File: config.mk
export PLATFORM = sky130hd
export DESIGN_NAME = pll_reset_sequencer
export DESIGN_NICKNAME = d
export VERILOG_FILES = /design/src/rtl/pll_reset_sequencer.sv
export SDC_FILE = /design/constraint.sdc
export NUM_CORES = 1
export LEC_CHECK = 0
export BUFFER_PORTS_ARGS = -buffer_cell sky130_fd_sc_hd__buf_2
export CELL_PAD_IN_SITES_DETAIL_PLACEMENT = 2
export CELL_PAD_IN_SITES_GLOBAL_PLACEMENT = 2
export CORE_UTILIZATION = 32
export CTS_CLUSTER_SIZE = 28
export DETAILED_ROUTE_END_ITERATION = 8
export PLACE_DENSITY = 0.82
export SLEW_MARGIN = 20
export SYNTH_ARGS = -nofsm -noshare
export SYNTH_HDL_FRONTEND = slang
export SYNTH_SLANG_ARGS = --single-unit
File: constraint.sdc
create_clock -name SYSCLK -period 2.37 [get_ports SYSCLK]
set_input_delay 0.237 -clock SYSCLK [delete_from_list [all_inputs] [get_ports SYSCLK]]
set_output_delay 0.237 -clock SYSCLK [all_outputs]
set_load 0.005 [all_outputs]
File: src/rtl/pll_reset_sequencer.sv
// -----------------------------------------------------------------------------
// pll_reset_sequencer
//
// Reset and lock supervisor for the board clock-generation PLL. It pulses the
// PLL reset for a guaranteed minimum time, waits for the PLL to lock (with a
// timeout and a bounded number of retries), qualifies the lock as stable, and
// only then releases the downstream system reset. A lock loss while running
// restarts the whole sequence. Too many consecutive failed attempts park the
// block in a sticky fault state that only RST clears.
//
// Runs entirely on SYSCLK (200 MHz, independent of the PLL outputs).
//
// Parameters:
//   RST_PULSE_CYCLES    - cycles PLL_RST is held high per attempt (min 2)
//   LOCK_TIMEOUT_CYCLES - cycles allowed for lock after PLL_RST release
//   LOCK_STABLE_CYCLES  - consecutive locked cycles before SYS_RST release
//   MAX_RETRIES         - failed attempts tolerated before FAULT (1..15)
//
// Ports:
//   SYSCLK     in   clock, all logic on its rising edge
//   RST        in   synchronous active-high reset
//   PLL_LOCKED in   PLL lock indicator, asynchronous to SYSCLK
//   PLL_RST    out  reset to the PLL, active-high
//   SYS_RST    out  downstream reset, active-high
//   READY      out  high while running with a stable lock
//   FAULT      out  sticky, retries exhausted
//   RETRY_CNT  out  failed attempts since the last successful lock (sat. 15)
//   LOSS_CNT   out  lock-loss events while running (sat. 255)
//
// Build option:
//   PLL_RESET_SEQ_LOSS_COUNT_EN - when defined, LOSS_CNT is a real counter;
//   when undefined, no counter is built and LOSS_CNT is tied to 8'h00.
// -----------------------------------------------------------------------------
module pll_reset_sequencer #(
    parameter int unsigned RST_PULSE_CYCLES    = 64,
    parameter int unsigned LOCK_TIMEOUT_CYCLES = 200000,
    parameter int unsigned LOCK_STABLE_CYCLES  = 1024,
    parameter int unsigned MAX_RETRIES         = 7
) (
    input  logic       SYSCLK,
    input  logic       RST,
    input  logic       PLL_LOCKED,
    output logic       PLL_RST,
    output logic       SYS_RST,
    output logic       READY,
    output logic       FAULT,
    output logic [3:0] RETRY_CNT,
    output logic [7:0] LOSS_CNT
);

    // -------------------------------------------------------------------------
    // Shared counter sizing: wide enough for the largest of the three counts.
    // -------------------------------------------------------------------------
    localparam int unsigned CNT_MAX_A =
        (RST_PULSE_CYCLES > LOCK_TIMEOUT_CYCLES) ? RST_PULSE_CYCLES : LOCK_TIMEOUT_CYCLES;
    localparam int unsigned CNT_MAX =
        (CNT_MAX_A > LOCK_STABLE_CYCLES) ? CNT_MAX_A : LOCK_STABLE_CYCLES;
    localparam int unsigned CNT_W = (CNT_MAX < 2) ? 1 : $clog2(CNT_MAX);

    localparam logic [CNT_W-1:0] PULSE_LAST   = CNT_W'(RST_PULSE_CYCLES - 1);
    localparam logic [CNT_W-1:0] TIMEOUT_LAST = CNT_W'(LOCK_TIMEOUT_CYCLES - 1);
    localparam logic [CNT_W-1:0] STABLE_LAST  = CNT_W'(LOCK_STABLE_CYCLES - 1);
    localparam logic [CNT_W-1:0] CNT_ONE      = CNT_W'(1);
    localparam logic [3:0]       RETRY_LIMIT  = 4'(MAX_RETRIES);

    typedef enum logic [2:0] {
        S_RESET     = 3'd0,
        S_WAIT_LOCK = 3'd1,
        S_STABLE    = 3'd2,
        S_RUN       = 3'd3,
        S_FAULT     = 3'd4
    } state_t;

    // Registered output bundle, loaded from the decode of the next state so
    // every output comes straight from a flop with no input-to-output path.
    typedef struct packed {
        logic pll_rst;
        logic sys_rst;
        logic ready;
        logic fault;
    } out_t;

    function automatic out_t decode(input state_t s);
        out_t o;
        o = '{pll_rst: 1'b1, sys_rst: 1'b1, ready: 1'b0, fault: 1'b0};
        case (s)
            S_RESET:     o = '{pll_rst: 1'b1, sys_rst: 1'b1, ready: 1'b0, fault: 1'b0};
            S_WAIT_LOCK: o = '{pll_rst: 1'b0, sys_rst: 1'b1, ready: 1'b0, fault: 1'b0};
            S_STABLE:    o = '{pll_rst: 1'b0, sys_rst: 1'b1, ready: 1'b0, fault: 1'b0};
            S_RUN:       o = '{pll_rst: 1'b0, sys_rst: 1'b0, ready: 1'b1, fault: 1'b0};
            S_FAULT:     o = '{pll_rst: 1'b1, sys_rst: 1'b1, ready: 1'b0, fault: 1'b1};
            default:     o = '{pll_rst: 1'b1, sys_rst: 1'b1, ready: 1'b0, fault: 1'b0};
        endcase
        return o;
    endfunction

    // -------------------------------------------------------------------------
    // Lock synchronizer: PLL_LOCKED is asynchronous, so every FSM decision
    // uses lk, which lags the pin by two SYSCLK edges.
    // -------------------------------------------------------------------------
    logic lk_meta;
    logic lk;

    always_ff @(posedge SYSCLK) begin
        // NOTE: sequential state uses non-blocking assignments so every flop
        // samples the pre-edge values of the others, independent of order.
        if (RST) begin
            lk_meta <= 1'b0;
            lk      <= 1'b0;
        end else begin
            lk_meta <= PLL_LOCKED;
            lk      <= lk_meta;
        end
    end

    // -------------------------------------------------------------------------
    // FSM state, shared counter, retry counter and output registers
    // -------------------------------------------------------------------------
    state_t           state;
    state_t           state_next;
    logic [CNT_W-1:0] cnt;
    logic [CNT_W-1:0] cnt_next;
    logic [3:0]       retry_cnt;
    logic [3:0]       retry_next;
    logic [3:0]       retry_inc;
    logic             fail;
    out_t             outs;

    always_comb begin
        // NOTE: every variable gets a default before the case so no path can
        // leave one unassigned, which would otherwise infer a latch.
        state_next = state;
        cnt_next   = cnt + CNT_ONE;
        retry_next = retry_cnt;
        fail       = 1'b0;
        retry_inc  = (retry_cnt == 4'd15) ? 4'd15 : retry_cnt + 4'd1;

        case (state)
            S_RESET: begin
                if (cnt == PULSE_LAST) begin
                    state_next = S_WAIT_LOCK;
                end
            end

            S_WAIT_LOCK: begin
                // A lock seen on the final timeout cycle still counts as a lock.
                if (lk) begin
                    state_next = S_STABLE;
                end else if (cnt == TIMEOUT_LAST) begin
                    fail = 1'b1;
                end
            end

            S_STABLE: begin
                if (!lk) begin
                    fail = 1'b1;
                end else if (cnt == STABLE_LAST) begin
                    state_next = S_RUN;
                    retry_next = 4'd0;
                end
            end

            S_RUN: begin
                cnt_next = '0;
                // A lock loss while running restarts the sequence but is not
                // a failed attempt, so the retry budget is left alone.
                if (!lk) begin
                    state_next = S_RESET;
                end
            end

            S_FAULT: begin
                cnt_next = '0;
            end

            default: begin
                state_next = S_RESET;
            end
        endcase

        // One failure per attempt, whatever combination of causes triggered it.
        if (fail) begin
            retry_next = retry_inc;
            state_next = (retry_inc >= RETRY_LIMIT) ? S_FAULT : S_RESET;
        end

        if (state_next != state) begin
            cnt_next = '0;
        end
    end

    always_ff @(posedge SYSCLK) begin
        if (RST) begin
            state     <= S_RESET;
            cnt       <= '0;
            retry_cnt <= 4'd0;
            outs      <= decode(S_RESET);
        end else begin
            state     <= state_next;
            cnt       <= cnt_next;
            retry_cnt <= retry_next;
            outs      <= decode(state_next);
        end
    end

    assign PLL_RST   = outs.pll_rst;
    assign SYS_RST   = outs.sys_rst;
    assign READY     = outs.ready;
    assign FAULT     = outs.fault;
    assign RETRY_CNT = retry_cnt;

    // -------------------------------------------------------------------------
    // Optional lock-loss counter
    // -------------------------------------------------------------------------
`ifdef PLL_RESET_SEQ_LOSS_COUNT_EN
    logic [7:0] loss_cnt;
    logic       loss_event;

    // Same condition that sends the FSM from S_RUN back to S_RESET.
    assign loss_event = (state == S_RUN) && !lk;

    always_ff @(posedge SYSCLK) begin
        if (RST) begin
            loss_cnt <= 8'h00;
        end else if (loss_event && (loss_cnt != 8'hFF)) begin
            loss_cnt <= loss_cnt + 8'h01;
        end
    end

    assign LOSS_CNT = loss_cnt;
`else
    assign LOSS_CNT = 8'h00;
`endif

endmodule

==> impl_metrics.env <==
export IMPL_final_hold_viol_count=0
export IMPL_worstPathArrival_ns=2.56
export IMPL_gr_total_overflow=0
export IMPL_layout_setup_ws_ns=0.02108
export IMPL_grt_start_max_net_pins=17
export IMPL_clock_path_buffers=2
export IMPL_final_max_slew_viol_count=0
export IMPL_antenna_left=0
export IMPL_die_w_um=74.71
export IMPL_yosys_top_cells_area="dfxtp_1, a211oi_2, mux2i_1"
export IMPL_outcome="finished clean"
export IMPL_clock_latency_ns=0.28
export IMPL_synth_xor_area_share_pct=8.802
export IMPL_cts_root_buf="clkbuf_8"
export IMPL_synth_top_area_share_pct=36.69
export IMPL_cpMaxStageDelayCell="or4_4"
export IMPL_ir_worst_vdd_mv=0.3889
export IMPL_die_area_um2=5581
export IMPL_htree_levels=2
export IMPL_nNetsFinal=232
export IMPL_period_needed_ns=2.349
export IMPL_crit_path_frequent_cell="or4_4"
export IMPL_fp_dieH_um=74.71
export IMPL_dr_pass1_iters=4
export IMPL_whs_ns=0.1897
export IMPL_rows=26
export IMPL_antenna_found_initial=0
export IMPL_post_place_ws_ns=-0.07119
export IMPL_avgRoutedWirePerCell_um=17.19
export IMPL_min_period_over_period_pct=99.11
export IMPL_crit_chain="ha_4 > nand3_2 > or4_4 > or4_4 > a221o_1 > buf_4 > buf_6 > nor3_2"
export IMPL_dp_cells=286
export IMPL_seq_area_frac_synth_pct=36.69
export IMPL_drc=0
export IMPL_clock_sinks=31
export IMPL_ys_ff_latch=31
export IMPL_grt_pass1_vias=1624
export IMPL_diodes=0
export IMPL_drive_above_1_share_pct=31.14
export IMPL_coreArea_um2=5107
export IMPL_multiInputGateArea_um2=1023
export IMPL_cts_made_buffers=5
export IMPL_synth_cells=191
export IMPL_synth_top_area_cell="dfxtp_1"
export IMPL_worstSetupEndpointType="register"
export IMPL_netlist_area_um2=1692
export IMPL_worstMarginPinSlew_ns=0.5668
export IMPL_synth_top_family_by_area="simple AND/OR/NAND/NOR gates"
export IMPL_p_leak_uw=0.0007785
export IMPL_grt_total_usage_pct=19.75
export IMPL_cts_tree="done"
export IMPL_cp_start_kind="register"
export IMPL_slowest_delay_ns=0.46
export IMPL_portBuffers=10
export IMPL_critPathMaxFanout=3
export IMPL_place_congestion=0.8204
export IMPL_hold_class="input pin to register"
export IMPL_fill_cells=589
export IMPL_drv_cap=0
export IMPL_clock_fmax_mhz=425.7
export IMPL_pwr_density_cell_nw_per_um2=466.6
export IMPL_slew_headroom_pct=61.92
export IMPL_grt_pass1_wl_um=7983
export IMPL_min_path_cells=2
export IMPL_io_pins=19
export IMPL_fin_util_pct=41.47
export IMPL_synth_compound_area_share_pct=14.28
export IMPL_routed_wl_um=5122
export IMPL_vias=1546
export IMPL_synthSimpleGateAreaFrac_pct=25.89
export IMPL_start_util_pct=33.12
export IMPL_instances_no_fill=298
export IMPL_vias_per_cell=5.188
export IMPL_synth_fa_ha_area_share_pct=1.479
export IMPL_post_dp_hpwl_um=3525
export IMPL_worst_setup_path_type="register to register"
export IMPL_rsz0062_at_grt="yes"
export IMPL_yosysUniqueCellTypes=41
export IMPL_synth_mux_area_share_pct=5.325
export IMPL_yosys_warnings=0
export IMPL_finalClockSkew_ns=0.006599
export IMPL_cp_required_ns=2.58
export IMPL_drtIter0Drc=35
export IMPL_rr_worst_depth=8
export IMPL_path_clk_slew_ns=0.07
export IMPL_area_growth_pct=25.22
export IMPL_setup_viol=0
export IMPL_synth_avg_cell_area_um2=8.857
export IMPL_fin_tns_setup_ns=0
export IMPL_regArea_um2=628.1
## cell usage in the layout, fill, tap and decap left out, types with 8 or more instances in the layout
cell,netlist,routed
buf_4,9,26
nand2_1,18,18
conb_1,1,8
a211oi_2,8,9
xnor2_1,9,9
mux2i_1,9,9
buf_2,0,10
nor2_1,9,9
dfxtp_1,31,25
nand3_1,17,17
xor2_1,8,8
## cells in the mapped netlist, drive strengths merged
| library cell | count |
|---|---|
| dfxtp | 31 |
| nand2 | 18 |
| nand3 | 18 |
| a211oi | 11 |
| buf | 10 |
| mux2i | 9 |
| nor2 | 9 |
| xnor2 | 9 |
| nor3 | 8 |
| xor2 | 8 |
| clkbuf | 7 |
| a21oi | 6 |
| nor2b | 6 |
| inv | 5 |
| or3 | 5 |
| and3 | 4 |
| or4 | 4 |
| a22oi | 2 |
| and4 | 2 |
| ha | 2 |
| nor4 | 2 |
| a221o | 1 |
| a221oi | 1 |
| a22o | 1 |
| a311oi | 1 |
| a41oi | 1 |
| and2 | 1 |
| conb | 1 |
| nand2b | 1 |
| nand4 | 1 |
| o211ai | 1 |
| o21ai | 1 |
| o2bb2ai | 1 |
| o31ai | 1 |
| or2 | 1 |
| or4b | 1 |
## registers in the layout, summed over array words and instances (netlist names)
signal     count
READY          1
lk_meta        1
cnt           18
FAULT          1
RETRY_CNT      4
state          3
SYS_RST        1
PLL_RST        1
lk             1
## final cells by class
class / count / area share [%]
Multi-Input combinational cell: 145 / 48.32
Sequential cell: 31 / 29.65
Timing Repair Buffer: 39 / 13.17
Tap cell: 70 / 4.135
Clock buffer: 7 / 3.603
Inverter: 5 / 0.8860
Clock inverter: 1 / 0.2363
## metal layers
metal  vias to the layer above  track usage, %  wire, um
met1                       778           24.04      2383
met4                         0           7.547        70
met2                        16           34.13      2579
met5                         -               0         0
li1                        745               -         -
met3                         7           4.150        89
## timing repair
item	in CTS	in global routing
hold buffers	0	0
buffers inserted	0	3
setup endpoints to repair	15	18
cloned	1	0
resized for setup	5	13
pin swaps	0	2
## where the power goes
| group | internal, uW | switching [uW] | leakage, uW | total [uW] |
|---|---|---|---|---|
| Clock | 206 | 195 | 0.0000422 | 401 |
| Sequential | 528 | 5.63 | 0.000253 | 534 |
| Combinational | 22.1 | 32.0 | 0.000483 | 54.2 |
| Total | 756 | 233 | 0.000779 | 988 |
## through the flow
| step | instance area [um^2] | power (uW) |
|---|---|---|
| 2_1_floorplan | 1722 | 581.3 |
| 3_3_place_gp | 1942 | 588.6 |
| 3_5_place_dp | 1942 | 590.6 |
| 4_1_cts | 2056 | 993.2 |
| 5_1_grt | 2118 | 1029 |
| 6_report | 2118 | 988.4 |
## path summary, 6_finish.rpt
check | startpoint | end | slack, ns
max | cnt[0] | READY | 0.02
min | PLL_LOCKED | lk_meta | 0.19
max reg2reg | cnt[0] | READY | 0.02
min reg2reg | lk_meta | lk | 0.44
## critical path: cells and delay by family, from the launching register on
| kind | cells | cell delay [ns] |
|---|---|---|
| flip-flops | 1 | 0.36 |
| buffers and inverters | 2 | 0.26 |
| adder cells (fa/ha/maj) | 1 | 0.15 |
| AND/OR/NAND/NOR | 4 | 1.10 |
| AO/OA/AOI/OAI | 1 | 0.40 |
## kinds of logic after synthesis
logic type / count (synthesis)
AO/OA/AOI/OAI: 28
XOR/XNOR: 17
adder cells (fa/ha/maj): 2
buffers and inverters: 22
flip-flops: 31
multiplexers: 9
other: 1
AND/OR/NAND/NOR: 81
No activity file was read; power rests on OpenSTA's default activity.
